$ cat src/rtl/cpu_defs_pkg.sv
// Shared definitions for the program-memory load controller: loader states,
// memory geometry and the image-header size check.
package cpu_defs_pkg;

  localparam int PRGROM_ADDR_W = 14;
  localparam int WORD_BYTES    = 4;

  typedef enum logic [2:0] {
    RUN     = 3'd0,
    HDR_LO  = 3'd1,
    HDR_HI  = 3'd2,
    BYTE    = 3'd3,
    WRITE   = 3'd4,
    RELEASE = 3'd5
  } ld_state_t;

  // A header may name at most one full memory (2^addr_w words).
  function automatic logic hdr_oversize(input logic [15:0] count, input int unsigned addr_w);
    return ({16'd0, count} > (32'd1 << addr_w));
  endfunction

endpackage

$ cat src/rtl/prgmem_load_ctrl_byte_packer.sv
// Little-endian word assembler: the first byte pushed lands in bits 7:0.
// Clearing resets only the byte index, so the last assembled word stays visible.
module byte_packer
  import cpu_defs_pkg::*;
(
  input  logic                    i_clock,
  input  logic                    i_reset,
  input  logic                    i_clear,
  input  logic                    i_push,
  input  logic [7:0]              i_byte,
  output logic [8*WORD_BYTES-1:0] o_word,
  output logic                    o_last
);

  localparam int IDX_W = $clog2(WORD_BYTES);

  logic [IDX_W-1:0]        r_index;
  logic [8*WORD_BYTES-1:0] r_word;

  // Byte lane write and index advance
  always_ff @(posedge i_clock) begin
    if (i_reset) begin
      r_index <= '0;
      r_word  <= '0;
    end else if (i_push) begin
      r_word[{r_index, 3'b000} +: 8] <= i_byte;
      r_index                        <= r_index + IDX_W'(1);
    end else if (i_clear) begin
      r_index <= '0;
    end else begin
      r_index <= r_index;
    end
  end

  assign o_word = r_word;
  assign o_last = (r_index == IDX_W'(WORD_BYTES - 1));

endmodule

$ cat src/rtl/prgmem_load_ctrl.sv
// Program-memory port arbiter: forwards fetch addresses in RUN and, on request,
// writes a length-prefixed UART image word by word, then pulses the CPU reset.
module prgmem_load_ctrl
  import cpu_defs_pkg::*;
#(
  parameter int ADDR_W      = PRGROM_ADDR_W,
  parameter int HOLD_CYCLES = 4
) (
  input  logic                    i_clock,
  input  logic                    i_reset,
  input  logic                    i_load_req,
  input  logic                    i_load_abort,
  input  logic [7:0]              i_rx_data,
  input  logic                    i_rx_valid,
  output logic                    o_rx_ready,
  input  logic [ADDR_W-1:0]       i_fetch_addr,
  output logic [ADDR_W-1:0]       o_mem_addr,
  output logic                    o_mem_we,
  output logic [8*WORD_BYTES-1:0] o_mem_wdata,
  output logic                    o_cpu_hold,
  output logic                    o_cpu_rst,
  output logic                    o_load_busy,
  output logic                    o_load_err,
  output logic [ADDR_W:0]         o_words_loaded
);

  localparam int CNT_W  = ADDR_W + 1;
  localparam int HOLD_W = (HOLD_CYCLES > 1) ? $clog2(HOLD_CYCLES) : 1;

  ld_state_t r_state;
  ld_state_t w_next_state;

  logic [ADDR_W-1:0]        r_wptr;
  logic [CNT_W-1:0]         r_remaining;
  logic [CNT_W-1:0]         r_words_loaded;
  logic [7:0]               r_count_lo;
  logic                     r_load_err;
  logic [HOLD_W-1:0]        r_hold_cnt;

  logic                     w_rx_ready;
  logic                     w_accept;
  logic                     w_push;
  logic                     w_clear;
  logic                     w_last_byte;
  logic                     w_hdr_zero;
  logic                     w_hdr_bad;
  logic [15:0]              w_count;
  logic [8*WORD_BYTES-1:0]  w_word;

  assign w_rx_ready = (r_state == HDR_LO) || (r_state == HDR_HI) || (r_state == BYTE);
  assign w_accept   = w_rx_ready && i_rx_valid;
  assign w_count    = {i_rx_data, r_count_lo};
  assign w_hdr_zero = (w_count == 16'd0);
  assign w_hdr_bad  = hdr_oversize(w_count, ADDR_W);
  // An abort wins over a byte offered in the same cycle; that byte is dropped.
  assign w_push     = (r_state == BYTE) && w_accept && !i_load_abort;
  assign w_clear    = (r_state != BYTE);

  byte_packer u_packer (
    .i_clock (i_clock),
    .i_reset (i_reset),
    .i_clear (w_clear),
    .i_push  (w_push),
    .i_byte  (i_rx_data),
    .o_word  (w_word),
    .o_last  (w_last_byte)
  );

  // State register
  always_ff @(posedge i_clock) begin
    if (i_reset) begin
      r_state <= RUN;
    end else begin
      r_state <= w_next_state;
    end
  end

  // Next-state decode
  always_comb begin
    w_next_state = r_state;
    case (r_state)
      RUN: begin
        if (i_load_req) w_next_state = HDR_LO;
        else            w_next_state = RUN;
      end
      HDR_LO: begin
        if (i_load_abort)  w_next_state = RELEASE;
        else if (w_accept) w_next_state = HDR_HI;
        else               w_next_state = HDR_LO;
      end
      HDR_HI: begin
        if (i_load_abort)                           w_next_state = RELEASE;
        else if (w_accept && (w_hdr_zero || w_hdr_bad)) w_next_state = RELEASE;
        else if (w_accept)                          w_next_state = BYTE;
        else                                        w_next_state = HDR_HI;
      end
      BYTE: begin
        if (i_load_abort)                w_next_state = RELEASE;
        else if (w_accept && w_last_byte) w_next_state = WRITE;
        else                             w_next_state = BYTE;
      end
      WRITE: begin
        if (i_load_abort || (r_remaining == CNT_W'(1))) w_next_state = RELEASE;
        else                                            w_next_state = BYTE;
      end
      RELEASE: begin
        if (r_hold_cnt == '0) w_next_state = RUN;
        else                  w_next_state = RELEASE;
      end
      default: w_next_state = RUN;
    endcase
  end

  // Load datapath: header capture, write pointer, counters and error flag
  always_ff @(posedge i_clock) begin
    if (i_reset) begin
      r_wptr         <= '0;
      r_remaining    <= '0;
      r_words_loaded <= '0;
      r_count_lo     <= 8'd0;
      r_load_err     <= 1'b0;
      r_hold_cnt     <= '0;
    end else begin
      case (r_state)
        RUN: begin
          if (i_load_req) begin
            r_load_err     <= 1'b0;
            r_words_loaded <= '0;
            r_wptr         <= '0;
          end
        end
        HDR_LO: begin
          if (w_accept && !i_load_abort) r_count_lo <= i_rx_data;
        end
        HDR_HI: begin
          if (i_load_abort)               r_load_err  <= 1'b1;
          else if (w_accept && w_hdr_bad) r_load_err  <= 1'b1;
          else if (w_accept && !w_hdr_zero) r_remaining <= CNT_W'(w_count);
        end
        BYTE: begin
          if (i_load_abort) r_load_err <= 1'b1;
        end
        WRITE: begin
          r_wptr         <= r_wptr + ADDR_W'(1);
          r_remaining    <= r_remaining - CNT_W'(1);
          r_words_loaded <= r_words_loaded + CNT_W'(1);
          if (i_load_abort) r_load_err <= 1'b1;
        end
        default: ;
      endcase

      // Reset pulse length is set on entry and counted down to zero.
      if ((w_next_state == RELEASE) && (r_state != RELEASE)) begin
        r_hold_cnt <= HOLD_W'(HOLD_CYCLES - 1);
      end else if ((r_state == RELEASE) && (r_hold_cnt != '0)) begin
        r_hold_cnt <= r_hold_cnt - HOLD_W'(1);
      end
    end
  end

  assign o_rx_ready     = w_rx_ready;
  assign o_mem_addr     = (r_state == RUN) ? i_fetch_addr : r_wptr;
  assign o_mem_we       = (r_state == WRITE);
  assign o_mem_wdata    = w_word;
  assign o_cpu_hold     = (r_state != RUN);
  assign o_cpu_rst      = (r_state == RELEASE);
  assign o_load_busy    = (r_state != RUN);
  assign o_load_err     = r_load_err;
  assign o_words_loaded = r_words_loaded;

endmodule

$ cat config.mk
export PLATFORM = sky130hd
export DESIGN_NAME = prgmem_load_ctrl
export DESIGN_NICKNAME = d
export VERILOG_FILES = /design/src/rtl/cpu_defs_pkg.sv /design/src/rtl/prgmem_load_ctrl_byte_packer.sv /design/src/rtl/prgmem_load_ctrl.sv
export SDC_FILE = /design/constraint.sdc
export NUM_CORES = 1
export LEC_CHECK = 0
export BUFFER_PORTS_ARGS = -buffer_cell sky130_fd_sc_hd__buf_2
export CORE_UTILIZATION = 45
export CTS_CLUSTER_DIAMETER = 150
export DETAILED_ROUTE_END_ITERATION = 6
export PLACE_DENSITY = 0.63
export SLEW_MARGIN = 20
export SYNTH_ARGS = -nofsm -noshare
export SYNTH_HDL_FRONTEND = slang
export SYNTH_SLANG_ARGS = --single-unit
$ cat constraint.sdc
create_clock -name i_clock -period 3.3 [get_ports i_clock]
set_input_delay 0.165 -clock i_clock [delete_from_list [all_inputs] [get_ports i_clock]]
set_output_delay 0.165 -clock i_clock [all_outputs]
set_load 0.01 [all_outputs]
==> results of run 1 <==
==> final timing paths <==
path,from,end,slack [ns],cells past startpoint
hold / removal,i_rx_data[5],u_packer.o_word[21],0.15,3
setup reg to reg,r_state[2],o_words_loaded[14],0.84,5
hold reg to reg,u_packer.o_word[3],u_packer.o_word[3],0.46,2
setup / recovery,r_state[2],o_words_loaded[14],0.84,5
==> area by class of cell <==
class | count | area [um2] | area share, %
multi-input combinational | 439 | 2620 | 48.6
sequential | 92 | 1840 | 34.2
timing repair buffer | 97 | 508 | 9.43
tap | 133 | 166 | 3.09
clock buffer | 10 | 138 | 2.55
clock inverter | 6 | 70.1 | 1.30
inverter | 12 | 45.0 | 0.836
==> cell families (layout without fill, tap and decap cells) <==
group / Yosys count / count (layout) / share of synthesized area [%]
multiplexers: 29 / 29 / 6.74
adder cells (fa/ha/maj): 9 / 9 / 2.42
buffers and inverters: 47 / 125 / 4.24
XOR/XNOR: 4 / 4 / 0.752
AO/OA/AOI/OAI: 135 / 135 / 17.6
AND/OR/NAND/NOR: 262 / 262 / 28.7
flip-flops: 92 / 92 / 39.5
==> state kept, by name, summed over array words and instances, names as in the netlist <==
name / flops
r_wptr: 14
u_packer.r_index: 2
o_words_loaded: 15
r_state: 3
r_count_lo: 8
o_load_err: 1
u_packer.o_word: 32
r_hold_cnt: 2
r_remaining: 15
==> synth_stat cells, drive strengths merged (2+ instances only) <==
cell    instances
inv            11
nor2b           4
and3            3
nand3b          4
nand2          61
or4             4
nor4           13
a21boi          2
o31ai           3
a22oi           2
nor3b           7
o311ai          3
ha              9
nand2b          6
nor4bb          2
clkbuf         27
mux2i          10
o31a            2
or3             8
nand4b          2
o21a            5
nor3           15
a31oi          17
mux2           19
or3b            2
nor4b           2
nand4           7
buf             8
dfxtp          92
a211oi          5
nand3          55
o21ai          14
nor2           58
xnor2           4
and2            5
a311oi          4
o211ai          6
a21oi          64
==> layer usage <==
metal / routed length (um) / track usage, %
met3: 594 / 3.21
met5: 0 / 0
met1: 5600 / 30.6
met4: 117 / 6.53
met2: 5410 / 34.0
==> critical path: stages, from the launching register on <==
cell and delay (ns):
dfxtp_1 0.65, or3b_4 0.57, or3_1 0.50, nor3_1 0.22, mux2_1 0.34, nor2_1 0.08
==> metrics by stage <==
step | utilization [%] | hold WS [ns] | setup WS [ns]
floorplan | - | 0.309 | 1.38
global placement | 52.3 | 0.438 | 0.970
detailed placement | 52.3 | 0.441 | 0.890
CTS | 54.4 | 0.130 | 0.856
global route | 54.4 | 0.131 | 0.721
finish | 54.4 | 0.149 | 0.845
==> power groups by stage <==
stage	sequential [uW]	combinational (uW)	clock, uW
floorplan	1190	291	0
finish	1180	393	792
global placement	1200	389	0
detailed placement	1200	395	0
CTS	1180	397	820
global route	1190	432	858
==> impl_metrics.tcl, run 1 <==
set metrics [dict create \
    drive_above_1_share_pct 21.5 \
    p_seq_share_pct 49.9 \
    async_flop_share_pct 0 \
    clock.fmax_mhz 407 \
    setup_viol 0 \
    die_h_um 104 \
    place_hpwl_um 8030 \
    rows 36 \
    gp_congestion 0.840 \
    postCtsSetupBuffers 0 \
    h-tree-depth 3 \
    io_pins 94 \
    detail_route.iter0.violations 292 \
    avgSynthCellArea_um2 8.06 \
    die_area_mm2 0.0108 \
    cts_max_path_buffers 2 \
    grt_usage_pct 21.6 \
    tightest_slew_ns 0.841 \
    design_area_mm2 0.00539 \
    grt_max_degree 51 \
    cts_tree "done" \
    dominantRegCellSynth "dfxtp_1" \
    synth_edf_count 0 \
    post_cts_hold_buffer_count 0 \
    swShare_pct 29.1 \
    fin_cells 789 \
    power.leakage_uw 0.00208 \
    drtPass1Iterations 5 \
    synth.ff_latch_count 92 \
    maxCapViolCount 0 \
    slew_viol_final 0 \
    netlist_instances 578 \
    internal_power_uw 1680 \
    overflow 0 \
    outcome "completed" \
    fin_crit_sh_pct 74.4 \
    power_switching_uw 687 \
    crit_required_ns 3.59 \
    grt_setup_unrepaired "false" \
    synth_top_area_share_pct 39.5 \
    power.density_mw_per_mm2 439 \
    final_cell_mix "buf_2 (93), dfxtp_1 (92), a21oi_1 (64), nand2_1 (61), nor2_1 (58)" \
    core_area_mm2 0.00991 \
    vias 4467 \
    ir_drop_uv 236 \
    placed_cells 773 \
    worstPathMaxFanout 21 \
    synth_seq_area_share_pct 39.5 \
    synth_fp_nets 614 \
    cts_resized 0 \
    finalNetCount 687 \
    num_antenna_cells 0 \
    fin_worst_skew_ns 0.0127 \
    hp-class "in2reg" \
    yosysWarnings 0 \
    synth_cell_types 60 \
    slew_headroom_pct 43.8 \
    hold_viol 0 \
    clk_latency_ns 0.36 \
    antenna_found_initial 0 \
    cts_root_buf "clkbuf_8" \
    nFillCells 954 \
    synth_area_leaders "dfxtp_1 (40%), a21oi_1 (6.9%), nand3_1 (5.9%)" \
    ant_nets 0 \
    combPwrFrac_pct 16.6 \
    viasPerCell 5.66 \
    grt_first_pass_wirelength_um 19300 \
    clk_pin_slew_ns 0.10 \
    placed_cell_area_mm2 0.00518 \
    totalWireLength_um 11700 \
    totalNegativeSetupSlack_ns 0 \
    floorplan.initialDensity_pct 47.0 \
    wl_per_cell_um 14.8 \
    layout_commonest_cell "buf_2" \
    synthesis.area_mm2 0.00466 \
    power.total_uw 2360 \
    cp.arrival_ns 2.75 \
    synth_top_area_cell "dfxtp_1" \
    area_growth_pct 15.7 \
    start_kind "flop" \
    drc_errors 0 \
    first_global_vias 3940 \
    die_w_um 104 \
    portBuffers 93 \
    layout_min_cycle_time_ns 2.46 \
    cts_sinks 92 \
    worst-setup-path-type "reg2reg" \
    crit_path_end_kind "flop" \
    cts_buffers 9 \
    pwr-share-clk_pct 33.5 \
]
(Power assumes the default switching activity.)
==> inputs of run 2 (changes only) <==
==> constraint.sdc (replaced) <==
create_clock -name i_clock -period 2.6 [get_ports i_clock]
set_input_delay 0.13 -clock i_clock [delete_from_list [all_inputs] [get_ports i_clock]]
set_output_delay 0.13 -clock i_clock [all_outputs]
set_load 0.01 [all_outputs]
==> run 2 against run 1 <==
  * Hold slack worse by 0.043 ns
  * Clock power rose by 35%
  * First-iteration DRC count down 33%
  * Utilization rose by 0.72 points
  * Register-to-register slack got worse by 0.40 ns
  * Die area did not move
  * Total power rose by 30%
  * Clock skew down 0.0031 ns
  * Critical path depth is the same
  * Critical endpoint unchanged
  * Largest cell class unchanged
==> impl_metrics.tcl, run 2 (synthesis gave the netlist of run 1 again) <==
set metrics [dict create \
    postCtsSetupBuffers 0 \
    clock.fmax_mhz 464 \
    place_hpwl_um 8470 \
    post_cts_hold_buffer_count 0 \
    grt_use_met3_pct 4.78 \
    grt_max_degree 50 \
    final_cell_mix "buf_2 (93), dfxtp_1 (92), a21oi_1 (64), nand2_1 (61), nor2_1 (58)" \
    gp_congestion 0.831 \
    ant_nets 0 \
    hold_path_startpoint "i_rx_data[5]" \
    fin_hold_ws_ns 0.105 \
    vias 4516 \
    first_global_vias 4095 \
    power.leakage_uw 0.00213 \
    crit_start "r_state[2]" \
    nFillCells 982 \
    slew_headroom_pct 46.0 \
    die_area_mm2 0.0108 \
    clk_pin_slew_ns 0.09 \
    overflow 0 \
    regArea_mm2 0.00184 \
    cts_max_path_buffers 2 \
    io_pins 94 \
    rows 36 \
    slowest_delay_ns 0.52 \
    area_growth_pct 17.2 \
    num_antenna_cells 0 \
    crit_required_ns 2.91 \
    cts_root_buf "clkbuf_8" \
    clk_latency_ns 0.37 \
    detail_route.iter0.violations 196 \
    slew_viol_final 0 \
    cts_sinks 92 \
    swShare_pct 28.1 \
    cts_tree "done" \
    h-tree-depth 3 \
    maxCapViolCount 0 \
    setup_viol 0 \
    critPathSlowestCell "or3b_4" \
    cp.arrival_ns 2.47 \
    die_w_um 104 \
    largest_register_ffs 32 \
    hp-class "in2reg" \
    grt_setup_unrepaired "false" \
    grt.met1_usage_pct 32.2 \
    totalNegativeSetupSlack_ns 0 \
    pwr-share-clk_pct 34.8 \
    fin_crit_sh_pct 82.9 \
    hold_viol 0 \
    totalWireLength_um 12400 \
    die_h_um 104 \
    drc_errors 0 \
    crit_path_end_kind "flop" \
    core_area_mm2 0.00991 \
    grt_first_pass_wirelength_um 20300 \
    crit_buf_inv 0 \
    outcome "completed" \
    antenna_found_initial 0 \
    cp_top_family "simple AND/OR/NAND/NOR gates" \
    cts_buffers 9 \
    fin_worst_skew_ns 0.00956 \
    cp_cell_sequence "or3b_4 > or3_1 > nor3_1 > mux2_1 > nor2_1" \
    grt_usage_pct 23.2 \
    drive_above_1_share_pct 22.3 \
    combPwrFrac_pct 16.8 \
    wl_per_cell_um 15.6 \
    drtPass1Iterations 4 \
    power_switching_uw 867 \
    internal_power_uw 2210 \
    worstPathMaxFanout 13 \
    ir_drop_uv 321 \
    layout_min_cycle_time_ns 2.16 \
    tightest_slew_ns 0.802 \
    r2r-start "r_state[2]" \
    busiest_layer "met2" \
    worst-setup-path-type "reg2reg" \
    power.density_mw_per_mm2 564 \
    met2_usage_pct 36.9 \
    finalNetCount 696 \
    layout_commonest_cell "buf_2" \
    viasPerCell 5.67 \
    multi_input_area_mm2 0.00262 \
    portBuffers 93 \
    start_kind "flop" \
    cts_resized 0 \
    p_seq_share_pct 48.4 \
    floorplan.initialDensity_pct 47.0 \
]
[run 2: changes by cell type in the layout (fill, tap and decap cells not counted), sizes merged]
cell | previous run | this run
clkinv | 4 | 2
buf | 97 | 106
inv | 13 | 12
bufinv | 1 | 2
[run 2: power groups by stage]
stage / sequential, uW / combinational [uW] / clock, uW
after CTS: 1490 / 518 / 1090
after floorplan: 1510 / 369 / 0
after global placement: 1520 / 509 / 0
after detailed placement: 1520 / 515 / 0
final: 1490 / 517 / 1070
after global routing: 1500 / 569 / 1150
[run 2: metal layers]
layer | share of wire (%) | wire length, um | up-vias
met5 | 0 | 0 | -
met4 | 0.67 | 83 | 0
met3 | 5.6 | 698 | 6
met2 | 46 | 5660 | 118
met1 | 48 | 5950 | 2130
li1 | - | - | 2262
[run 2: per-stage QoR]
stage | utilization (%) | power, uW | worst slack [ns] | instances | area, um2
5_1_grt | 55.1 | 3220 | 0.297 | 796 | 5460
3_3_place_gp | 53.0 | 2030 | 0.497 | 782 | 5250
2_1_floorplan | - | 1880 | 0.679 | 578 | 4660
6_report | 55.1 | 3080 | 0.444 | 796 | 5460
4_1_cts | 55.1 | 3100 | 0.435 | 796 | 5460
3_5_place_dp | 53.0 | 2040 | 0.458 | 782 | 5250
[run 2: tightest hold or removal path, stage by stage]
cell and delay [ns]:
buf_2 0.16, nand3_1 0.08, a21oi_1 0.06
[run 2: worst paths after layout]
path | end | slack, ns | cells after the start
max | o_words_loaded[14] | 0.44 | 5
min | u_packer.o_word[5] | 0.11 | 3
max reg2reg | o_words_loaded[14] | 0.44 | 5
min reg2reg | u_packer.o_word[12] | 0.45 | 2
[run 2: cell type report]
| class | instances | share of cell area, % |
|---|---|---|
| multi-input combinational | 439 | 48.0 |
| clock buffer | 10 | 2.52 |
| sequential | 92 | 33.7 |
| inverter | 12 | 0.825 |
| clock inverter | 4 | 1.35 |
| tap | 133 | 3.05 |
| timing repair buffer | 106 | 10.5 |
